[src/rtl/time_set_ctrl.sv]
// Mode/set controller for the clock display: turns button pulses and the 1 Hz tick into
// per-field increment/clear pulses and blink enables. Optional SET_SEC field via SECONDS_SET_EN.
module time_set_ctrl #(
  parameter int BLINK_DIV = 25_000_000,
  parameter int TIMEOUT_S = 10
) (
  input  logic       i_clk,
  input  logic       i_reset,
  input  logic       i_ena,
  input  logic       i_tick_1hz,
  input  logic       i_btn_mode,
  input  logic       i_btn_inc,
  output logic       o_inc_sec,
  output logic       o_inc_min,
  output logic       o_inc_hr,
  output logic       o_clr_sec,
  output logic       o_blank_hr,
  output logic       o_blank_min,
  output logic       o_blank_sec,
  output logic [1:0] o_mode
);

  localparam int DIV_W  = (BLINK_DIV > 1) ? $clog2(BLINK_DIV) : 1;
  localparam int IDLE_W = $clog2(TIMEOUT_S + 1);

  typedef enum logic [1:0] {
    ST_RUN     = 2'b00,
    ST_SET_HR  = 2'b01,
    ST_SET_MIN = 2'b10,
    ST_SET_SEC = 2'b11
  } state_t;

  state_t              state_q, state_d, field_nxt;
  logic [DIV_W-1:0]    div_q, div_d;
  logic                phase_q, phase_d;
  logic [IDLE_W-1:0]   idle_q, idle_d;
  logic                inc_sec_q, inc_sec_d;
  logic                inc_min_q, inc_min_d;
  logic                inc_hr_q, inc_hr_d;
  logic                clr_sec_q, clr_sec_d;
  logic                in_set, timeout, restart_blink;

  always_ff @(posedge i_clk) begin
    if (i_reset) begin
      state_q   <= ST_RUN;
      div_q     <= '0;
      phase_q   <= 1'b0;
      idle_q    <= '0;
      inc_sec_q <= 1'b0;
      inc_min_q <= 1'b0;
      inc_hr_q  <= 1'b0;
      clr_sec_q <= 1'b0;
    end else begin
      state_q   <= state_d;
      div_q     <= div_d;
      phase_q   <= phase_d;
      idle_q    <= idle_d;
      inc_sec_q <= inc_sec_d;
      inc_min_q <= inc_min_d;
      inc_hr_q  <= inc_hr_d;
      clr_sec_q <= clr_sec_d;
    end
  end

  always_comb begin
    unique case (state_q)
      ST_RUN:     field_nxt = ST_SET_HR;
      ST_SET_HR:  field_nxt = ST_SET_MIN;
`ifdef SECONDS_SET_EN
      ST_SET_MIN: field_nxt = ST_SET_SEC;
`else
      ST_SET_MIN: field_nxt = ST_RUN;
`endif
      default:    field_nxt = ST_RUN;
    endcase
  end

  // An inc press counts as activity, so it cancels a timeout landing on the same tick;
  // a mode press does not, and the timeout's return to RUN takes precedence.
  assign in_set  = (state_q != ST_RUN);
  assign timeout = in_set && i_tick_1hz && !i_btn_inc && (idle_q == IDLE_W'(TIMEOUT_S - 1));

  always_comb begin
    state_d       = state_q;
    div_d         = div_q;
    phase_d       = phase_q;
    idle_d        = idle_q;
    inc_sec_d     = 1'b0;
    inc_min_d     = 1'b0;
    inc_hr_d      = 1'b0;
    clr_sec_d     = 1'b0;
    restart_blink = 1'b0;
    if (i_ena) begin
      if (div_q == DIV_W'(BLINK_DIV - 1)) begin
        div_d   = '0;
        phase_d = ~phase_q;
      end else begin
        div_d = div_q + 1'b1;
      end
      if (!in_set) begin
        inc_sec_d = i_tick_1hz;
        idle_d    = '0;
        if (i_btn_mode) state_d = ST_SET_HR;
        restart_blink = i_btn_mode | i_btn_inc;
      end else if (timeout || (i_btn_mode && field_nxt == ST_RUN)) begin
        state_d       = ST_RUN;
        clr_sec_d     = (state_q != ST_SET_SEC);
        idle_d        = '0;
        restart_blink = 1'b1;
      end else if (i_btn_mode) begin
        state_d       = field_nxt;
        idle_d        = '0;
        restart_blink = 1'b1;
      end else if (i_btn_inc) begin
        inc_hr_d      = (state_q == ST_SET_HR);
        inc_min_d     = (state_q == ST_SET_MIN);
        clr_sec_d     = (state_q == ST_SET_SEC);
        idle_d        = '0;
        restart_blink = 1'b1;
      end else if (i_tick_1hz) begin
        idle_d = idle_q + 1'b1;
      end
      if (restart_blink) begin
        div_d   = '0;
        phase_d = 1'b0;
      end
    end
  end

  assign o_inc_sec   = inc_sec_q;
  assign o_inc_min   = inc_min_q;
  assign o_inc_hr    = inc_hr_q;
  assign o_clr_sec   = clr_sec_q;
  assign o_mode      = state_q;
  assign o_blank_hr  = phase_q & (state_q == ST_SET_HR);
  assign o_blank_min = phase_q & (state_q == ST_SET_MIN);
`ifdef SECONDS_SET_EN
  assign o_blank_sec = phase_q & (state_q == ST_SET_SEC);
`else
  assign o_blank_sec = 1'b0;
`endif

endmodule

[config.mk]
export PLATFORM = sky130hd
export DESIGN_NAME = time_set_ctrl
export DESIGN_NICKNAME = d
export VERILOG_FILES = /design/src/rtl/time_set_ctrl.sv
export SDC_FILE = /design/constraint.sdc
export NUM_CORES = 1
export LEC_CHECK = 0
export ABC_AREA = 1
export CAP_MARGIN = 25
export CORE_AREA = 2 2 75 77
export CTS_CLUSTER_DIAMETER = 120
export DETAILED_ROUTE_END_ITERATION = 8
export DIE_AREA = 0 0 77 79
export PLACE_DENSITY = 0.66
export REMOVE_ABC_BUFFERS = 1
export SLEW_MARGIN = 20
export SYNTH_ARGS = -nofsm -noshare
export SYNTH_HDL_FRONTEND = slang
export SYNTH_SLANG_ARGS = --single-unit
[constraint.sdc]
create_clock -name i_clk -period 4.2 [get_ports i_clk]
set_input_delay 0.84 -clock i_clk [delete_from_list [all_inputs] [get_ports i_clk]]
set_output_delay 0.84 -clock i_clk [all_outputs]
set_load 0.01 [all_outputs]
==> results.md <==
- Crit path capture type: output port
- Minimum clock period after layout: 2500 ps
- Core area: 0.00534 mm^2
- Final wirelength: 4.14 mm
- Achievable Freq: 401 MHz
- Routed Antenna Nets: 0
- Layout Utilization: 42.8%
- Metal-1 WL: 1.94 mm
- RSZ-0062 raised after global routing: false
- Crit. Startpoint: o_mode[0]
- IO buf count: 13
- H-tree depth: 2
- WL met3: 185 um
- CP max FO: 8
- Clock sink total: 36
- #FFs+latches synth: 36
- R2R cell count: 10
- Die width: 77 um
- Synth top area share: 35.5%
- Max Slew Vio Count: 0
- Outcome: finished clean
- Syn_area_per_cell: 6.83 um^2
- CP delay by family, top: buffers and inverters
- Worst-Margin Slew: 628 ps
- Reg2reg setup slack: 2300 ps
- Seq/Total Area, Yosys: 35.5%
- Core Rows: 27
- Crit share post-route: 59.4%
- Largest family of logic cells by synthesized area: simple AND/OR/NAND/NOR gates
- Top FF cell, synth: dfxtp_1
- Via count: 1813
- Synth async-reset ratio: 0%
- Initial antenna violation count: 0
- WS Path Type: reg -> out
- Cell Chain, Critical Path: inv_1 > nor2_1 > inv_1 > nor2_1 > clkdlybuf4s50_1
- Cells after synthesis: 297
- Gpl congestion: 0.887
- Hold_buf cts: 0
- Vias/cell: 4.73
- Avg WL per Cell: 10.8 um
- CP startpoint kind: flip-flop
- Reg-to-Reg Start: div_q[0]
- Cell accounting for the most synthesized area: dfxtp_1
- Placed Area: 0.00222 mm^2
- Setup TNS: 0 ps
- Clock Path Buffers: 2
- Die Area: 0.00608 mm^2
- Max-Cap Viols: 0
- Top post-synthesis cells by area: dfxtp_1 36%, nand2_1 13%, inv_1 7.2%
- Worst-path clk slew: 60 ps
- DR top layer: met4
- Largest net degree at the start of global routing: 22
- Worst-Skew Late Latency: 280 ps
- CTS tree: yes
- Buf/Inv on CP: 3
- Worst path slowest cell: clkdlybuf4s50_1
- Area share of fa/ha/maj cells after synthesis: 1.85%
- Max stage delay on crit path: 540 ps
- Post-Synth XOR/XNOR Area: 6.04%
- Dpl cells: 378
- Worst Skew: 3.76 ps
- CTS Root Cell: clkbuf_8
- Post-route cell area: 0.00228 mm^2
- Initial Util: 38.0%
- First-pass GRT wire length: 7.19 mm
- Post-CTS Setup Bufs: 0
- Synth cell types: 28
- Post-synthesis mux area share: 0%
- Hold Path Class: reg -> reg
- Final hold violation count: 0
- Cell area after synthesis: 0.00203 mm^2
- DRT iter0 DRCs: 78
- Relative slew slack: 58.0%
- DR DRC count: 0
- Req. time, crit path: 3360 ps
- Total congestion overflow: 0
- Die Ht: 79 um
- Syn-to-layout area delta: 12.6%
- # diodes: 0
- Pleak: 0.818 nW
- Share of layout cells above drive strength 1: 12.2%
- Max VDD drop: 0.168 mV
- WL met2: 1.95 mm
- Final HPWL DP: 3.11 mm
- Post-layout net count: 322
- Vias in the first global route: 1720
- Pwr dens: 272 mW/mm^2
- Reg2Reg Capture Point: div_q[14]
- CP endpoint: o_blank_hr
- Synth Area in Compound Gates: 5.06%
- Final Non-Filler Cells: 383
- Post-Synth Simple-Gate Area: 42.3%
- Worst Path Arrival: 1660 ps
- All-layer global routing usage: 14.6%
- Post-CTS Resized: 0
- Num CTS Buffers: 5
- YS warnings: 0
- Ports: 15
- Final setup fails: 0
- Worst path depth: 5
- Iteration count of the initial detailed-routing pass: 4
- EDFF count, synth: 0
-- sequential cells by signal (all words and copies together) (netlist names) --
register and cells:
idle_q 4, o_mode 2, o_clr_sec 1, o_inc_min 1, div_q 25, phase_q 1
o_inc_hr 1, o_inc_sec 1
-- logic make-up (layout without fill, tap and decap cells) --
logic type	count (synthesis)	after routing
adder cells (fa/ha/maj)	3	3
AO/OA/AOI/OAI	19	19
other	1	1
XOR/XNOR	14	14
AND/OR/NAND/NOR	180	180
flip-flops	36	36
buffers and inverters	44	58
-- worst min-delay path: stages, from the launching register on --
cell,delay (ps)
dfxtp_1,320
nand2_1,60
a21oi_1,60
-- synth_stat cells (2+ instances only) --
cell type / instances
xor2_1: 12
nand2_1: 69
nand4_1: 9
nor2_2: 21
dfxtp_1: 36
nand2_2: 4
ha_1: 3
xnor2_1: 2
nor3_1: 8
a21oi_1: 6
nand3_1: 22
nor2_1: 37
o21ai_0: 10
buf_6: 2
inv_1: 39
nor4_1: 3
nor2_4: 3
-- worst min-delay path by stage --
| stage | from | to | slack [ps] | cells after the start |
|---|---|---|---|---|
| final | div_q[1] | div_q[1] | 490 | 2 |
| after global routing | div_q[1] | div_q[1] | 520 | 2 |
| after CTS | div_q[1] | div_q[1] | 500 | 2 |
| after detailed placement | div_q[1] | div_q[1] | 490 | 2 |
| after global placement | div_q[1] | div_q[1] | 480 | 2 |
| after floorplan | div_q[1] | div_q[1] | 450 | 2 |
-- metrics by stage --
stage          setup slack, ps  power [mW]  hold WS, ps
6_report                  1700       0.621          491
5_1_grt                   1580       0.650          518
4_1_cts                   1690       0.630          495
3_5_place_dp              1480       0.413          486
3_3_place_gp              1550       0.412          479
2_1_floorplan             2350       0.392          454
-- metal layers --
metal | GRT usage (%) | vias up
li1 | - | 963
met5 | 0 | -
met2 | 25.7 | 35
met1 | 17.1 | 806
met4 | 6.25 | 0
met3 | 3.41 | 9
-- layout make-up --
type	count	area (um^2)
clock buffer	5	68.8
timing repair buffer	13	130
fill	590	3050
inverter	40	150
sequential	36	721
tap	72	90.1
multi-input combinational	217	1120
-- cells in the final DEF (no fill, tap or decap), types with 9 or more instances in the layout --
cell type        netlist  routed
clkdlybuf4s50_1        0      13
dfxtp_1               36      36
inv_1                 39      39
nand2_1               69      69
nand3_1               22      22
nand4_1                9       9
nor2_1                37      37
nor2_2                21      21
o21ai_0               10      10
xor2_1                12      12
-- report_power, final --
part | switching [mW] | internal, mW
sequential | 0.00475 | 0.346
combinational | 0.0350 | 0.0187
clock | 0.109 | 0.107
Power figures use the tool's default switching activity.
